===== src/rtl/sbr_rpt_pkg.sv =====
`default_nettype none
// +----------------------------------------------------------------------------+
// | sbr_rpt_pkg: shared types, constants and parity helper for the SBR repeater |
// | Revision: 1.0                                                               |
// +----------------------------------------------------------------------------+
package sbr_rpt_pkg;

  localparam logic [2:0] ISM_IDLE   = 3'b000;
  localparam int         SBR_PW_MAX = 32;

  typedef struct packed {
    logic                  np;
    logic                  pc;
    logic                  eom;
    logic [SBR_PW_MAX-1:0] payload;
    logic                  parity;
  } sbr_mst_bus_t;

  typedef struct packed {
    logic np;
    logic pc;
  } sbr_cup_t;

  // Even parity over eom and payload; zero-extended payload bits do not change it.
  function automatic logic sbr_parity(input logic eom, input logic [SBR_PW_MAX-1:0] payload);
    return ^{eom, payload};
  endfunction

endpackage
`default_nettype wire


===== src/rtl/sbr_rpt_stage.sv =====
`default_nettype none
// +----------------------------------------------------------------------------+
// | sbr_rpt_stage: one register stage of one sideband direction                 |
// | Revision: 1.0                                                               |
// +----------------------------------------------------------------------------+
module sbr_rpt_stage
  import sbr_rpt_pkg::*;
#(
  parameter int PAYLOAD_WIDTH = 8
) (
  input  logic                     clk,
  input  logic                     rep_rst,
  input  logic                     i_np,
  input  logic                     i_pc,
  input  logic                     i_eom,
  input  logic [PAYLOAD_WIDTH-1:0] i_payload,
  input  logic                     i_parity,
  input  logic [2:0]               i_ism,
  input  logic [1:0]               i_cup,
  output logic                     o_np,
  output logic                     o_pc,
  output logic                     o_eom,
  output logic [PAYLOAD_WIDTH-1:0] o_payload,
  output logic                     o_parity,
  output logic [2:0]               o_ism,
  output logic [1:0]               o_cup
);

  logic [6:0]               ctl_d, ctl_q;
  logic [PAYLOAD_WIDTH+1:0] dat_d, dat_q;

  // Control travels every cycle; data only moves while the companion ISM is awake.
  always_comb begin
    ctl_d = {i_np, i_pc, i_ism, i_cup};
    dat_d = dat_q;
    if (i_ism != ISM_IDLE) begin
      dat_d = {i_eom, i_payload, i_parity};
    end
  end

  always_ff @(posedge clk) begin
    if (rep_rst) begin
      ctl_q <= '0;
      dat_q <= '0;
    end else begin
      ctl_q <= ctl_d;
      dat_q <= dat_d;
    end
  end

  assign {o_np, o_pc, o_ism, o_cup}  = ctl_q;
  assign {o_eom, o_payload, o_parity} = dat_q;

endmodule
`default_nettype wire


===== src/rtl/sbr_rpt_pipe_ccf.sv =====
`default_nettype none
// +----------------------------------------------------------------------------+
// | sbr_rpt_pipe_ccf: multi-stage sideband repeater, agent <-> SBR router       |
// | Revision: 1.0                                                               |
// +----------------------------------------------------------------------------+
module sbr_rpt_pipe_ccf
  import sbr_rpt_pkg::*;
#(
  parameter int PAYLOAD_WIDTH   = 8,
  parameter int NUM_STAGES      = 2,
  parameter int PARITY_REQUIRED = 0,
  parameter int IDLE_HOLD       = 4
) (
  input  logic                     clk,
  input  logic                     rep_rst,
  input  logic                     mnpput_agt,
  input  logic                     mpcput_agt,
  input  logic                     meom_agt,
  input  logic [PAYLOAD_WIDTH-1:0] mpayload_agt,
  input  logic                     mparity_agt,
  output logic                     mnpcup_agt,
  output logic                     mpccup_agt,
  output logic                     tnpput_agt,
  output logic                     tpcput_agt,
  output logic                     teom_agt,
  output logic [PAYLOAD_WIDTH-1:0] tpayload_agt,
  output logic                     tparity_agt,
  input  logic                     tnpcup_agt,
  input  logic                     tpccup_agt,
  input  logic [2:0]               side_ism_agent_agt,
  output logic [2:0]               side_ism_fabric_agt,
  input  logic                     pok_agt,
  output logic                     mnpput_rtr,
  output logic                     mpcput_rtr,
  output logic                     meom_rtr,
  output logic [PAYLOAD_WIDTH-1:0] mpayload_rtr,
  output logic                     mparity_rtr,
  input  logic                     mnpcup_rtr,
  input  logic                     mpccup_rtr,
  input  logic                     tnpput_rtr,
  input  logic                     tpcput_rtr,
  input  logic                     teom_rtr,
  input  logic [PAYLOAD_WIDTH-1:0] tpayload_rtr,
  input  logic                     tparity_rtr,
  output logic                     tnpcup_rtr,
  output logic                     tpccup_rtr,
  output logic [2:0]               side_ism_agent_rtr,
  input  logic [2:0]               side_ism_fabric_rtr,
  output logic                     pok_rtr,
  output logic                     clk_req,
  output logic                     par_err_agt,
  output logic                     par_err_rtr
);

  localparam logic [3:0] c_idle_hold = 4'(IDLE_HOLD);
  localparam logic       c_par_en    = (PARITY_REQUIRED != 0);

  // Index 0 is the chain input, index NUM_STAGES the chain output.
  logic [NUM_STAGES:0]                    w_m_np, w_m_pc, w_m_eom, w_m_par;
  logic [NUM_STAGES:0][PAYLOAD_WIDTH-1:0] w_m_pl;
  logic [NUM_STAGES:0][2:0]               w_m_ism;
  logic [NUM_STAGES:0][1:0]               w_m_cup;
  logic [NUM_STAGES:0]                    w_t_np, w_t_pc, w_t_eom, w_t_par;
  logic [NUM_STAGES:0][PAYLOAD_WIDTH-1:0] w_t_pl;
  logic [NUM_STAGES:0][2:0]               w_t_ism;
  logic [NUM_STAGES:0][1:0]               w_t_cup;

  sbr_cup_t w_tcup_in, w_mcup_in, w_tcup_out, w_mcup_out;

  // Target credits flow agent->router and ride the master-direction stages; master credits ride the target side.
  assign w_tcup_in  = '{np: tnpcup_agt, pc: tpccup_agt};
  assign w_mcup_in  = '{np: mnpcup_rtr, pc: mpccup_rtr};

  assign w_m_np[0]  = mnpput_agt;
  assign w_m_pc[0]  = mpcput_agt;
  assign w_m_eom[0] = meom_agt;
  assign w_m_pl[0]  = mpayload_agt;
  assign w_m_par[0] = c_par_en ? mparity_agt : 1'b0;
  assign w_m_ism[0] = side_ism_agent_agt;
  assign w_m_cup[0] = w_tcup_in;

  assign w_t_np[0]  = tnpput_rtr;
  assign w_t_pc[0]  = tpcput_rtr;
  assign w_t_eom[0] = teom_rtr;
  assign w_t_pl[0]  = tpayload_rtr;
  assign w_t_par[0] = c_par_en ? tparity_rtr : 1'b0;
  assign w_t_ism[0] = side_ism_fabric_rtr;
  assign w_t_cup[0] = w_mcup_in;

  for (genvar k = 0; k < NUM_STAGES; k++) begin : g_stage
    sbr_rpt_stage #(.PAYLOAD_WIDTH(PAYLOAD_WIDTH)) u_mst (
      .clk       (clk),
      .rep_rst   (rep_rst),
      .i_np      (w_m_np[k]),
      .i_pc      (w_m_pc[k]),
      .i_eom     (w_m_eom[k]),
      .i_payload (w_m_pl[k]),
      .i_parity  (w_m_par[k]),
      .i_ism     (w_m_ism[k]),
      .i_cup     (w_m_cup[k]),
      .o_np      (w_m_np[k+1]),
      .o_pc      (w_m_pc[k+1]),
      .o_eom     (w_m_eom[k+1]),
      .o_payload (w_m_pl[k+1]),
      .o_parity  (w_m_par[k+1]),
      .o_ism     (w_m_ism[k+1]),
      .o_cup     (w_m_cup[k+1])
    );

    sbr_rpt_stage #(.PAYLOAD_WIDTH(PAYLOAD_WIDTH)) u_tgt (
      .clk       (clk),
      .rep_rst   (rep_rst),
      .i_np      (w_t_np[k]),
      .i_pc      (w_t_pc[k]),
      .i_eom     (w_t_eom[k]),
      .i_payload (w_t_pl[k]),
      .i_parity  (w_t_par[k]),
      .i_ism     (w_t_ism[k]),
      .i_cup     (w_t_cup[k]),
      .o_np      (w_t_np[k+1]),
      .o_pc      (w_t_pc[k+1]),
      .o_eom     (w_t_eom[k+1]),
      .o_payload (w_t_pl[k+1]),
      .o_parity  (w_t_par[k+1]),
      .o_ism     (w_t_ism[k+1]),
      .o_cup     (w_t_cup[k+1])
    );
  end

  assign w_tcup_out = w_m_cup[NUM_STAGES];
  assign w_mcup_out = w_t_cup[NUM_STAGES];

  assign mnpput_rtr          = w_m_np[NUM_STAGES];
  assign mpcput_rtr          = w_m_pc[NUM_STAGES];
  assign meom_rtr            = w_m_eom[NUM_STAGES];
  assign mpayload_rtr        = w_m_pl[NUM_STAGES];
  assign mparity_rtr         = c_par_en ? w_m_par[NUM_STAGES] : 1'b0;
  assign side_ism_agent_rtr  = w_m_ism[NUM_STAGES];
  assign tnpcup_rtr          = w_tcup_out.np;
  assign tpccup_rtr          = w_tcup_out.pc;

  assign tnpput_agt          = w_t_np[NUM_STAGES];
  assign tpcput_agt          = w_t_pc[NUM_STAGES];
  assign teom_agt            = w_t_eom[NUM_STAGES];
  assign tpayload_agt        = w_t_pl[NUM_STAGES];
  assign tparity_agt         = c_par_en ? w_t_par[NUM_STAGES] : 1'b0;
  assign side_ism_fabric_agt = w_t_ism[NUM_STAGES];
  assign mnpcup_agt          = w_mcup_out.np;
  assign mpccup_agt          = w_mcup_out.pc;

  logic [NUM_STAGES-1:0] pok_d, pok_q;
  logic [3:0]            hold_cnt_d, hold_cnt_q;
  logic                  par_err_agt_d, par_err_agt_q;
  logic                  par_err_rtr_d, par_err_rtr_q;
  logic                  w_activity;
  sbr_mst_bus_t          w_m_bus, w_t_bus;

  assign pok_d   = NUM_STAGES'({pok_q, pok_agt});
  assign pok_rtr = pok_q[NUM_STAGES-1];

  always_comb begin
    w_m_bus         = '0;
    w_m_bus.np      = mnpput_agt;
    w_m_bus.pc      = mpcput_agt;
    w_m_bus.eom     = meom_agt;
    w_m_bus.payload = SBR_PW_MAX'(mpayload_agt);
    w_m_bus.parity  = mparity_agt;
    w_t_bus         = '0;
    w_t_bus.np      = tnpput_rtr;
    w_t_bus.pc      = tpcput_rtr;
    w_t_bus.eom     = teom_rtr;
    w_t_bus.payload = SBR_PW_MAX'(tpayload_rtr);
    w_t_bus.parity  = tparity_rtr;

    par_err_agt_d = par_err_agt_q;
    par_err_rtr_d = par_err_rtr_q;
    if (c_par_en && (w_m_bus.np || w_m_bus.pc) &&
        (w_m_bus.parity != sbr_parity(w_m_bus.eom, w_m_bus.payload))) begin
      par_err_agt_d = 1'b1;
    end
    if (c_par_en && (w_t_bus.np || w_t_bus.pc) &&
        (w_t_bus.parity != sbr_parity(w_t_bus.eom, w_t_bus.payload))) begin
      par_err_rtr_d = 1'b1;
    end
  end

  // Anything awake at the inputs or still in flight inside the pipe keeps the clock requested.
  always_comb begin
    w_activity = (side_ism_agent_agt != ISM_IDLE) || (side_ism_fabric_rtr != ISM_IDLE);
    for (int k = 1; k <= NUM_STAGES; k++) begin
      w_activity = w_activity | (w_m_ism[k] != ISM_IDLE) | (w_t_ism[k] != ISM_IDLE) |
                   w_m_np[k] | w_m_pc[k] | w_t_np[k] | w_t_pc[k];
    end
    hold_cnt_d = hold_cnt_q;
    if (w_activity) begin
      hold_cnt_d = c_idle_hold;
    end else if (hold_cnt_q != 4'd0) begin
      hold_cnt_d = hold_cnt_q - 4'd1;
    end
  end

  assign clk_req     = w_activity | (hold_cnt_q != 4'd0);
  assign par_err_agt = par_err_agt_q;
  assign par_err_rtr = par_err_rtr_q;

  always_ff @(posedge clk) begin
    if (rep_rst) begin
      pok_q         <= '0;
      hold_cnt_q    <= '0;
      par_err_agt_q <= 1'b0;
      par_err_rtr_q <= 1'b0;
    end else begin
      pok_q         <= pok_d;
      hold_cnt_q    <= hold_cnt_d;
      par_err_agt_q <= par_err_agt_d;
      par_err_rtr_q <= par_err_rtr_d;
    end
  end

endmodule
`default_nettype wire


===== config.mk =====
export PLATFORM = sky130hd
export DESIGN_NAME = sbr_rpt_pipe_ccf
export DESIGN_NICKNAME = d
export VERILOG_FILES = /design/src/rtl/sbr_rpt_pkg.sv /design/src/rtl/sbr_rpt_stage.sv /design/src/rtl/sbr_rpt_pipe_ccf.sv
export SDC_FILE = /design/constraint.sdc
export NUM_CORES = 1
export LEC_CHECK = 0
export CELL_PAD_IN_SITES_DETAIL_PLACEMENT = 0
export CELL_PAD_IN_SITES_GLOBAL_PLACEMENT = 1
export CORE_MARGIN = 2
export CORE_UTILIZATION = 34
export CTS_CLUSTER_DIAMETER = 80
export CTS_CLUSTER_SIZE = 8
export DETAILED_ROUTE_END_ITERATION = 8
export PLACE_DENSITY_LB_ADDON = 0.1
export SETUP_SLACK_MARGIN = 0.2
export SYNTH_ARGS = -nofsm -noshare
export SYNTH_HDL_FRONTEND = slang
export SYNTH_SLANG_ARGS = --single-unit

===== constraint.sdc =====
create_clock -name clk -period 1.9 [get_ports clk]
set_input_delay 0.38 -clock clk [delete_from_list [all_inputs] [get_ports clk]]
set_output_delay 0.38 -clock clk [all_outputs]
set_load 0.02 [all_outputs]

==> results.sh, run 1 <==
export IMPL_cts_root_buf="clkbuf_8"
export IMPL_fin_ws_ns=-0.0726
export IMPL_routed_wl_um=5170
export IMPL_cp_top_family="simple AND/OR/NAND/NOR gates"
export IMPL_layout_commonest_cell="nand2_1"
export IMPL_postLayoutCoreUtil_pct=52.9
export IMPL_hold_buffers=0
export IMPL_instances_no_fill=452
export IMPL_fmax_ghz=0.507
export IMPL_num_antenna_cells=0
export IMPL_critPathBufInv=2
export IMPL_cp_end_kind="output pin"
export IMPL_syn2layout_area_growth_pct=50.4
export IMPL_ant_nets=0
export IMPL_setup_viol=1
export IMPL_core_area_mm2=0.00683
export IMPL_critPathRequiredTime_ns=1.52
export IMPL_track_usage_pct=14.4
export IMPL_cp_slowest_cell="or3_4"
export IMPL_dp_slack_ns=-0.697
export IMPL_maxCapViolations=0
export IMPL_leakage_nw=1.67
export IMPL_holdWs_ns=0.436
export IMPL_synth_warning_count=0
export IMPL_synth_seq_cells=70
export IMPL_drtPass1Iterations=4
export IMPL_slew_viol_final=0
export IMPL_critPathLaunchType="input pin"
export IMPL_p_total_w=0.00312
export IMPL_synthCells=257
export IMPL_worst_path_stages=5
export IMPL_first_global_vias=1855
export IMPL_die_area_mm2=0.00775
export IMPL_p_comb_share_pct=12.2
export IMPL_reg2reg_depth=6
export IMPL_fill_cells=686
export IMPL_whs_path_depth=1
export IMPL_rrSetupSlack_ns=0.38
export IMPL_intPower_w=0.00237
export IMPL_fin_nets=390
export IMPL_min_path_type="reg2reg"
export IMPL_die_h_um=88.1
export IMPL_yosysSeqAreaShare_pct=58.3
export IMPL_startpoint="side_ism_agent_agt[2]"
export IMPL_num_rows=30
export IMPL_syn_area_mm2=0.00240
export IMPL_multi_input_area_um2=950
export IMPL_critical_path_max_stage_delay_ns=0.42
export IMPL_switching_share_pct=23.9
export IMPL_cts_tree="done"
export IMPL_r2r_end="hold_cnt_q[1]$_SDFFE_PP0P_"
export IMPL_die_w_um=88.1
export IMPL_cp_max_fo=2
export IMPL_num_vias=1937
export IMPL_clk_path_buf_depth=2
export IMPL_via_per_inst=4.29
export IMPL_io_pins=75
export IMPL_cts_made_buffers=9
export IMPL_gp_congestion=0.736
export IMPL_antenna_found_initial=0
export IMPL_seqPwrFrac_pct=50.4
export IMPL_fin_crit_sh_pct=104
export IMPL_endpoint="clk_req"
export IMPL_critical_path_arrival_ns=1.59
export IMPL_drive_gt1_share_pct=17.4
export IMPL_clk_latency_ns=0.33
export IMPL_initial_core_util_pct=35.2
export IMPL_overflow=0
export IMPL_dp_cells=435
export IMPL_port_buffers=68
export IMPL_synth_top_area_share_pct=58.3
export IMPL_synthDistinctLibCells=27
export IMPL_dp_hpwl_um=3690
export IMPL_grt_pass1_wl_um=8430
export IMPL_clk_pin_slew_ns=0.07
export IMPL_clkPwrFrac_pct=37.4
export IMPL_route_detailed_wl_per_inst_um=11.4
export IMPL_violations="setup timing"
export IMPL_syn_avg_cell_area_um2=9.35
export IMPL_finClkSkew_ns=0.00603
export IMPL_path_class="in2out"
export IMPL_drt_iter0_markers=43
export IMPL_seqCellArea_mm2=0.00140
export IMPL_period_minus_slack_ns=1.97
export IMPL_rsz0062_at_grt="yes"
export IMPL_netlist_top_cells_area="dfxtp_1 58%, nand2_1 11%, nor2b_1 7.8%"
export IMPL_cp_cell_sequence="dlygate4sd2_1 > or3_4 > nor4_4 > nand3_2 > buf_6"
export IMPL_drc_errors=0
export IMPL_max_vdd_ir_drop_mv=0.399
export IMPL_numClockSinks=70
export IMPL_power_density_mw_per_mm2=864
export IMPL_hold_viol=0
export IMPL_grt_max_degree=36
export IMPL_power_switching_w=0.000747
export IMPL_htreeDepth=3
export IMPL_reg2reg_from="hold_cnt_q[0]$_SDFFE_PP0P_"
export IMPL_status="finished with violations"
export IMPL_yosys_area_top_type="dfxtp_1"
export IMPL_layout_common_cells="73 x nand2_1, 69 x dfxtp_1, 42 x clkdlybuf4s50_1"
worst min-delay path by stage:
stage,startpoint,end
final,g_stage[0].u_mst.ctl_q[0]$_SDFF_PP0_,g_stage[1].u_mst.ctl_q[0]$_SDFF_PP0_
after detailed placement,g_stage[0].u_mst.ctl_q[0]$_SDFF_PP0_,g_stage[1].u_mst.ctl_q[0]$_SDFF_PP0_
after global placement,g_stage[0].u_tgt.ctl_q[1]$_SDFF_PP0_,g_stage[1].u_tgt.ctl_q[1]$_SDFF_PP0_
after floorplan,g_stage[0].u_mst.ctl_q[0]$_SDFF_PP0_,g_stage[1].u_mst.ctl_q[0]$_SDFF_PP0_
after global routing,pok_q[0]$_SDFF_PP0_,pok_q[1]$_SDFF_PP0_
after CTS,g_stage[0].u_mst.ctl_q[0]$_SDFF_PP0_,g_stage[1].u_mst.ctl_q[0]$_SDFF_PP0_
registers in the layout (all words and copies together) (netlist names):
register             count
g_stage.u_mst.ctl_q     14
g_stage.u_mst.dat_q     18
g_stage.u_tgt.ctl_q     14
g_stage.u_tgt.dat_q     18
hold_cnt_q               4
pok_q                    2
synthesized netlist by cell type (all sizes together):
master / count
nand2: 73
dfxtp: 70
a21oi: 36
nor2b: 30
buf: 8
clkbuf: 8
nor4: 7
nor3: 5
or3: 4
inv: 2
mux2: 2
nand4: 2
nor2: 2
a31oi: 1
and4: 1
conb: 1
ha: 1
mux2i: 1
nand3: 1
nor3b: 1
xnor2: 1
cells by family (layout without fill, tap and decap cells):
| group | Yosys count | count (layout) | share of synthesized area [%] |
|---|---|---|---|
| muxes | 3 | 3 | 1.35 |
| adders and majority gates | 1 | 1 | 0.521 |
| AOI/OAI and AO/OA | 37 | 37 | 7.76 |
| xor gates and xnor gates | 1 | 1 | 0.365 |
| other | 1 | 4 | 0.156 |
| DFF | 70 | 70 | 58.3 |
| and+or+nand+nor | 126 | 126 | 27.3 |
| buffers and inverters | 18 | 114 | 4.17 |
power by group through the flow:
stage | combinational (W) | clock [W] | sequential (W)
6_report | 0.000381 | 0.00117 | 0.00157
5_1_grt | 0.000420 | 0.00127 | 0.00158
4_1_cts | 0.000387 | 0.00121 | 0.00157
3_5_place_dp | 0.000388 | 0 | 0.00161
3_3_place_gp | 0.000387 | 0 | 0.00160
2_1_floorplan | 0.000147 | 0 | 0.00164
metal layers:
layer | share of wire [%] | routed length (um) | vias to the layer above | GRT usage [%]
met5 | 0 | 0 | - | 0
met4 | 1.1 | 59 | 0 | 5.79
met3 | 5.9 | 306 | 5 | 5.56
met2 | 47 | 2430 | 42 | 23.2
met1 | 46 | 2370 | 870 | 17.2
li1 | - | - | 1020 | -
final cells by class:
| class | instances | share of cell area [%] |
|---|---|---|
| Sequential cell | 70 | 38.8 |
| Multi-Input combinational cell | 172 | 26.3 |
| Timing Repair Buffer | 97 | 25.9 |
| Clock buffer | 10 | 3.81 |
| Tap cell | 96 | 3.33 |
| Clock inverter | 5 | 1.66 |
| Inverter | 2 | 0.208 |
metrics by stage:
step	area [um2]	setup TNS, ns
floorplan	2420	0
global placement	3340	-0.662
detailed placement	3340	-0.697
CTS	3550	-0.137
global route	3610	-0.110
finish	3610	-0.0726
worst reg2reg max path: cells and delay by family, from the launching register on:
| family | cells | cell delay [ns] |
|---|---|---|
| flip-flops | 1 | 0.31 |
| buffers and inverters | 2 | 0.23 |
| multiplexers | 1 | 0.32 |
| AND/OR/NAND/NOR | 2 | 0.39 |
| adder cells (fa/ha/maj) | 1 | 0.17 |
timing repair:
item,in CTS,in global routing
buffers inserted,1,1
gates cloned,0,0
pin swaps,4,4
endpoints found under the setup margin,4,17
gates resized for setup,18,20
(Power assumes the default switching activity.)
==> inputs of run 2 (changes only) <==
--- a/config.mk
+++ b/config.mk
@@ -5,6 +5,7 @@
 export SDC_FILE = /design/constraint.sdc
 export NUM_CORES = 1
 export LEC_CHECK = 0
+export CAP_MARGIN = 20
 export CELL_PAD_IN_SITES_DETAIL_PLACEMENT = 0
 export CELL_PAD_IN_SITES_GLOBAL_PLACEMENT = 1
 export CORE_MARGIN = 2
==> results of run 2 <==
Same layout as run 1: the final DEF is identical, and so are final timing and power.
